==> src/rtl/trace_arbiter.sv <==
// Round-robin arbiter feeding the shared trace-buffer write port from NSRC one-entry source slots,
// with a stop/post-trigger capture FSM and per-source saturating drop counters.
module trace_arbiter #(
  parameter int NSRC       = 5,
  parameter int Fpay       = 32,
  parameter int SRCw       = 3,
  parameter int DCw        = 8,
  parameter int POST_DEPTH = 16
) (
  input  logic                 clk,
  input  logic                 reset,
  input  logic [NSRC-1:0]      trigger_all,
  input  logic [NSRC*Fpay-1:0] trace_all,
  input  logic [NSRC-1:0]      src_en,
  input  logic [NSRC-1:0]      stop_mask,
  input  logic                 arm,
  input  logic                 tb_ready,
  output logic                 tb_wr,
  output logic [Fpay-1:0]      tb_dout,
  output logic [SRCw-1:0]      tb_src,
  output logic [1:0]           state_o,
  output logic [NSRC*DCw-1:0]  drop_cnt_all,
  output logic                 overflow
);

  typedef enum logic [1:0] {
    IDLE = 2'd0,
    RUN  = 2'd1,
    POST = 2'd2,
    DONE = 2'd3
  } state_e;

  localparam logic [DCw-1:0] DC_MAX = {DCw{1'b1}};

  state_e          state_q, state_d;
  logic [NSRC-1:0] slot_full_q, slot_full_d;
  logic [Fpay-1:0] slot_data_q [NSRC];
  logic [Fpay-1:0] slot_data_d [NSRC];
  logic [SRCw-1:0] rr_q, rr_d;
  logic [7:0]      post_cnt_q, post_cnt_d;
  logic [DCw-1:0]  drop_cnt_q [NSRC];
  logic [DCw-1:0]  drop_cnt_d [NSRC];
  logic            overflow_q, overflow_d;
  logic            tb_wr_q, tb_wr_d;
  logic [Fpay-1:0] tb_dout_q, tb_dout_d;
  logic [SRCw-1:0] tb_src_q, tb_src_d;

  logic            out_free_s;
  logic            active_s;
  logic            grant_s;
  logic            gnt_found_s;
  logic [SRCw-1:0] gnt_idx_s;
  logic [SRCw-1:0] cand_s;

  // Pick the first full slot at or after the round-robin pointer, wrapping modulo NSRC.
  always_comb begin
    gnt_found_s = 1'b0;
    gnt_idx_s   = {SRCw{1'b0}};
    cand_s      = {SRCw{1'b0}};
    for (int k = 0; k < NSRC; k++) begin
      cand_s = SRCw'((32'(rr_q) + 32'(k)) % NSRC);
      if (!gnt_found_s && slot_full_q[cand_s]) begin
        gnt_found_s = 1'b1;
        gnt_idx_s   = cand_s;
      end else begin
        gnt_found_s = gnt_found_s;
      end
    end
  end

  // Next-state logic for slots, output register, drop counters and capture FSM.
  always_comb begin
    state_d     = state_q;
    slot_full_d = slot_full_q;
    slot_data_d = slot_data_q;
    rr_d        = rr_q;
    post_cnt_d  = post_cnt_q;
    drop_cnt_d  = drop_cnt_q;
    overflow_d  = overflow_q;
    tb_wr_d     = tb_wr_q;
    tb_dout_d   = tb_dout_q;
    tb_src_d    = tb_src_q;

    out_free_s = !tb_wr_q || tb_ready;
    active_s   = (state_q == RUN) || (state_q == POST);
    // An arm cycle discards slot contents, so nothing is granted from them.
    grant_s    = out_free_s && gnt_found_s && active_s && !arm;

    if (grant_s) begin
      tb_wr_d                = 1'b1;
      tb_dout_d              = slot_data_q[gnt_idx_s];
      tb_src_d               = gnt_idx_s;
      slot_full_d[gnt_idx_s] = 1'b0;
      rr_d = (gnt_idx_s == SRCw'(NSRC - 1)) ? {SRCw{1'b0}} : gnt_idx_s + SRCw'(1);
    end else if (out_free_s) begin
      tb_wr_d = 1'b0;
    end else begin
      tb_wr_d = tb_wr_q;
    end

    for (int i = 0; i < NSRC; i++) begin
      if (active_s && !arm && trigger_all[i] && src_en[i]) begin
        if (!slot_full_q[i] || (grant_s && (gnt_idx_s == SRCw'(i)))) begin
          slot_full_d[i] = 1'b1;
          slot_data_d[i] = trace_all[i*Fpay +: Fpay];
        end else begin
          drop_cnt_d[i] = (drop_cnt_q[i] == DC_MAX) ? DC_MAX : drop_cnt_q[i] + DCw'(1);
          overflow_d    = 1'b1;
        end
      end else begin
        slot_full_d[i] = slot_full_d[i];
      end
    end

    case (state_q)
      IDLE: begin
        state_d = IDLE;
      end
      RUN: begin
        if (grant_s && stop_mask[gnt_idx_s]) begin
          state_d    = POST;
          post_cnt_d = 8'(POST_DEPTH);
        end else begin
          state_d = RUN;
        end
      end
      POST: begin
        if (grant_s) begin
          post_cnt_d = post_cnt_q - 8'd1;
          state_d    = (post_cnt_q == 8'd1) ? DONE : POST;
        end else begin
          state_d = POST;
        end
      end
      DONE: begin
        state_d = DONE;
      end
      default: begin
        state_d = IDLE;
      end
    endcase

    // arm restarts capture from any state; the output word and rr pointer survive.
    if (arm) begin
      state_d     = RUN;
      slot_full_d = {NSRC{1'b0}};
      overflow_d  = 1'b0;
      for (int i = 0; i < NSRC; i++) begin
        drop_cnt_d[i] = {DCw{1'b0}};
      end
    end else begin
      state_d = state_d;
    end
  end

  // State registers with asynchronous active-low reset.
  always_ff @(posedge clk or negedge reset) begin
    if (!reset) begin
      state_q     <= IDLE;
      slot_full_q <= {NSRC{1'b0}};
      rr_q        <= {SRCw{1'b0}};
      post_cnt_q  <= 8'd0;
      overflow_q  <= 1'b0;
      tb_wr_q     <= 1'b0;
      tb_dout_q   <= {Fpay{1'b0}};
      tb_src_q    <= {SRCw{1'b0}};
      for (int i = 0; i < NSRC; i++) begin
        slot_data_q[i] <= {Fpay{1'b0}};
        drop_cnt_q[i]  <= {DCw{1'b0}};
      end
    end else begin
      state_q     <= state_d;
      slot_full_q <= slot_full_d;
      rr_q        <= rr_d;
      post_cnt_q  <= post_cnt_d;
      overflow_q  <= overflow_d;
      tb_wr_q     <= tb_wr_d;
      tb_dout_q   <= tb_dout_d;
      tb_src_q    <= tb_src_d;
      for (int i = 0; i < NSRC; i++) begin
        slot_data_q[i] <= slot_data_d[i];
        drop_cnt_q[i]  <= drop_cnt_d[i];
      end
    end
  end

  assign tb_wr    = tb_wr_q;
  assign tb_dout  = tb_dout_q;
  assign tb_src   = tb_src_q;
  assign state_o  = state_q;
  assign overflow = overflow_q;

  for (genvar g = 0; g < NSRC; g++) begin : g_drop_out
    assign drop_cnt_all[g*DCw +: DCw] = drop_cnt_q[g];
  end

endmodule

==> config.mk <==
export PLATFORM = sky130hd
export DESIGN_NAME = trace_arbiter
export DESIGN_NICKNAME = d
export VERILOG_FILES = /design/src/rtl/trace_arbiter.sv
export SDC_FILE = /design/constraint.sdc
export NUM_CORES = 1
export LEC_CHECK = 0
export ABC_AREA = 0
export ABC_CLOCK_PERIOD_IN_PS = 6300
export CAP_MARGIN = 20
export CORE_MARGIN = 4
export CORE_UTILIZATION = 30
export CTS_CLUSTER_SIZE = 40
export DETAILED_ROUTE_END_ITERATION = 8
export SKIP_CTS_REPAIR_TIMING = 1
export SLEW_MARGIN = 20
export SYNTH_ARGS = -nofsm -noshare
export SYNTH_HDL_FRONTEND = slang
export SYNTH_SLANG_ARGS = --single-unit
==> constraint.sdc <==
create_clock -name clk -period 6.3 [get_ports clk]
set_input_delay 1.26 -clock clk [delete_from_list [all_inputs] [get_ports clk]]
set_output_delay 1.26 -clock clk [all_outputs]
set_load 0.02 [all_outputs]
==> metrics.md <==
| Metric | Value |
|---|---|
| Status | `complete, no violations` |
| DR vias | `10.74k` |
| Routed WL | `41690 um` |
| Antenna Nets Post-Route | `0` |
| CTS Buffer Depth | `3` |
| Clk root buf | `clkbuf_16` |
| I/O pin count | `258` |
| Layout overhead on the synthesized area | `33.04%` |
| Dpl hpwl | `28710 um` |
| Register bit total from synthesis | `255` |
| WL met3 | `3122 um` |
| Internal | `5790 uW` |
| Final Skew | `9.656 ps` |
| Hold Slack | `474.6 ps` |
| Multi-input logic area | `6407 um2` |
| Port Buf Inserts | `257` |
| Clock Power Share | `17.9%` |
| Residual DRC | `0` |
| Worst slew pin tran | `928.7 ps` |
| Core area | `43360 um2` |
| Reg clk slew, reported paths | `60 ps` |
| Worst setup path class | `flip-flop to flip-flop` |
| Syn_nets | `1399` |
| Largest net degree at the start of global routing | `130` |
| Unrepaired setup endpoints after global routing | `no` |
| Max-Slew Margin vs Limit | `37.96%` |
| Cell Rows | `76` |
| Commonest cells post-synth | `255 x dfrtp_1, 113 x mux2_2, 77 x a211oi_1` |
| Peak fanout along the critical path | `31` |
| Setup tns final | `0 ps` |
| Crit path time final | `5889 ps` |
| Post-synth EDFFs | `0` |
| Critical Path Source Type | `flip-flop` |
| Fillers | `4241` |
| Critical-path cell list | `inv_1 > ha_1 > inv_1 > ha_1 > inv_1 > ha_1 > nor3_1 > o21ai_0 > nand2_1 > a21oi_1 > a2111o_1 > and4b_1 > o21bai_1 > nand2_4 > buf_4 > ha_1 > ha_1 > a211oi_1 > buf_4 > nand4_1 > mux2i_1 > nor2_1` |
| Cell area after synthesis | `13250 um2` |
| H-Tree Depth | `1` |
| Yosys warnings | `0` |
| TritonCTS clock tree | `done` |
| P_sw | `4642 uW` |
| Worst-Skew Late Latency | `560 ps` |
| Synth cell types | `82` |
| Vias per cell | `5.256` |
| Vias in the first global route | `11.07k` |
| Primary FF master, synth | `dfrtp_1` |
| Crit-path most repeated cell | `ha_1` |
| Pleak | `0.007403 uW` |
| Crit path max-delay cell type | `a2111o_1` |
| Overall power | `10430 uW` |
| Crit path from | `rr_q[1]$_DFFE_PN0P_` |
| Final non-filler cell total | `2043` |
| R2R setup slack | `410 ps` |
| Max Cap Violations | `0` |
| Peak VDD IR | `0.0006062 V` |
| Mapped Cells | `1189` |
| Syn_area_per_cell | `11.14 um2` |
| Hold Fails Final Rpt | `0` |
| Die area | `47580 um2` |
| Count leader, synth | `dfrtp_1` |
| Die width | `218.1 um` |
| Worst hold-check path type | `flip-flop to flip-flop` |
| Arrival @ worst endpoint | `6320 ps` |
| Highest routed layer | `met5` |
| Switching Fraction | `44.50%` |
| Synth top area share | `48.18%` |
| GPL Wtd Cong | `0.8331` |
| Drt pass-1 iters | `5` |
| Met2 wire len | `19570 um` |
| Total track usage | `17.09%` |
| CTS sink cnt | `255` |
| Die height | `218.1 um` |
| Async SR Flop Fraction | `100.0%` |
| Sequential fraction of the synthesis area | `48.18%` |
| Reg power frac | `26.0%` |
| Comb power frac | `56.0%` |
| Post-synth top area cell | `dfrtp_1` |
| FF+latch area | `6381 um2` |
| Fin. max-slew vios | `0` |
| Overflow left after global routing | `0` |
| PD cells | `592.0 nW/um2` |
| Cts bufs inserted | `30` |
| R2R Path Start | `rr_q[1]$_DFFE_PN0P_` |
| Worst setup EP type | `flip-flop` |
| Post-Place Cells | `1980` |
| Layout cells sized above 1 | `15.77%` |
| Fmax | `169.8 MHz` |
| Nets@finish | `1638` |
| Initial Util | `30.55%` |
| Initial antenna violation count | `9` |
| Final setup fails | `0` |
| Hold path startpoint | `tb_src[2]$_DFFE_PN0P_` |
| Period utilization | `93.48%` |
| Critical path's largest stage delay | `500 ps` |
| First-pass GRT wire length | `64360 um` |
| Average wire per standard cell | `20.41 um` |
| Iteration-0 DRC Markers | `717` |
| Area contributors post-synth | `dfrtp_1 48%, mux2_2 9.6%, a211oi_1 4.4%, mux2_1 4.2%, ha_1 2.9%` |
| Data required time of the critical path | `6730 ps` |
| Metal-1 WL | `18100 um` |
-- area by class of cell --
class / instances / area share, %
Clock inverter: 15 / 1.093
Tap cell: 585 / 4.154
Sequential cell: 255 / 36.21
Antenna cell: 6 / 0.08520
Timing Repair Buffer: 287 / 16.30
Clock buffer: 41 / 5.070
Inverter: 34 / 0.7242
Multi-Input combinational cell: 820 / 36.36
-- cells in the final DEF, fill, tap and decap left out, drive strengths merged, types with 10 or more instances in the layout --
master and n:
nor3 29, and3 10, nand2 53, o211ai 10, buf 31, a211oi 77, a21o 41, a31oi 20
nand2b 12, nor2 47, inv 34, o21ai 36, a21oi 42, clkdlybuf4s50 256, mux2i 19, mux2 162
a22oi 33, clkbuf 41, nand3 33, a22o 35, ha 31, nor2b 10, nand4 16, dfrtp 255
-- final timing paths --
path,end,cells past startpoint
worst max-delay path,drop_cnt_all[28]$_DFFE_PN0P_,22
worst min-delay path,tb_src[2]$_DFFE_PN0P_,2
worst max register to register,drop_cnt_all[28]$_DFFE_PN0P_,22
worst min register to register,tb_src[2]$_DFFE_PN0P_,2
max in group asynchronous,slot_data_q[7]$_DFFE_PN0P_,2
min in group asynchronous,tb_dout[27]$_DFFE_PN0P_,1
-- critical path: cells and delay by family (launching register included) --
kind                       cells  cell delay, ps
AOI/OAI and AO/OA              5            1420
adders and majority gates      5            1430
buffers and inverters          5            1000
DFF                            1             490
muxes                          1             200
and+or+nand+nor                6            1210
-- flip-flops by register name, summed over array words and instances, names as in the netlist --
| register | count |
|---|---|
| overflow | 1 |
| drop_cnt_all | 40 |
| tb_dout | 32 |
| state_o | 2 |
| tb_src | 3 |
| slot_data_q | 160 |
| post_cnt_q | 8 |
| tb_wr | 1 |
| slot_full_q | 5 |
| rr_q | 3 |
-- logic make-up (layout without fill, tap and decap cells) --
| kind of cell | count (synthesis) | count (layout) | share of synthesized area (%) |
|---|---|---|---|
| adders and majority gates | 31 | 31 | 2.928 |
| buffers and inverters | 114 | 377 | 3.882 |
| DFF | 255 | 255 | 48.18 |
| muxes | 181 | 181 | 15.21 |
| AOI/OAI and AO/OA | 355 | 355 | 19.63 |
| other | 0 | 6 | 0 |
| and+or+nand+nor | 245 | 245 | 9.588 |
| xor gates and xnor gates | 8 | 8 | 0.5857 |
-- power by group through the flow --
stage / Combinational [uW] / Sequential (uW) / Clock, uW
finish: 5840 / 2720 / 1870
global route: 6370 / 2800 / 2010
CTS: 5900 / 2720 / 1940
detailed placement: 5890 / 2740 / 0
global placement: 5780 / 2720 / 0
floorplan: 3920 / 2750 / 0
-- metrics by stage --
stage	utilization (%)	setup WS, ps	cell area (um2)
final	40.64	410.6	17620
after global routing	40.63	60.95	17620
after CTS	40.54	465.4	17580
after detailed placement	38.04	475.5	16490
after global placement	38.04	654.2	16490
after floorplan	-	459.5	13250
-- routing by layer --
layer  vias to the layer above  global-route usage [%]
met5                         -                       0
met2                       299                   28.11
met1                      5387                   22.27
met4                         8                   4.213
met3                        58                   4.964
li1                       4987                       -
(Power assumes the default switching activity.)
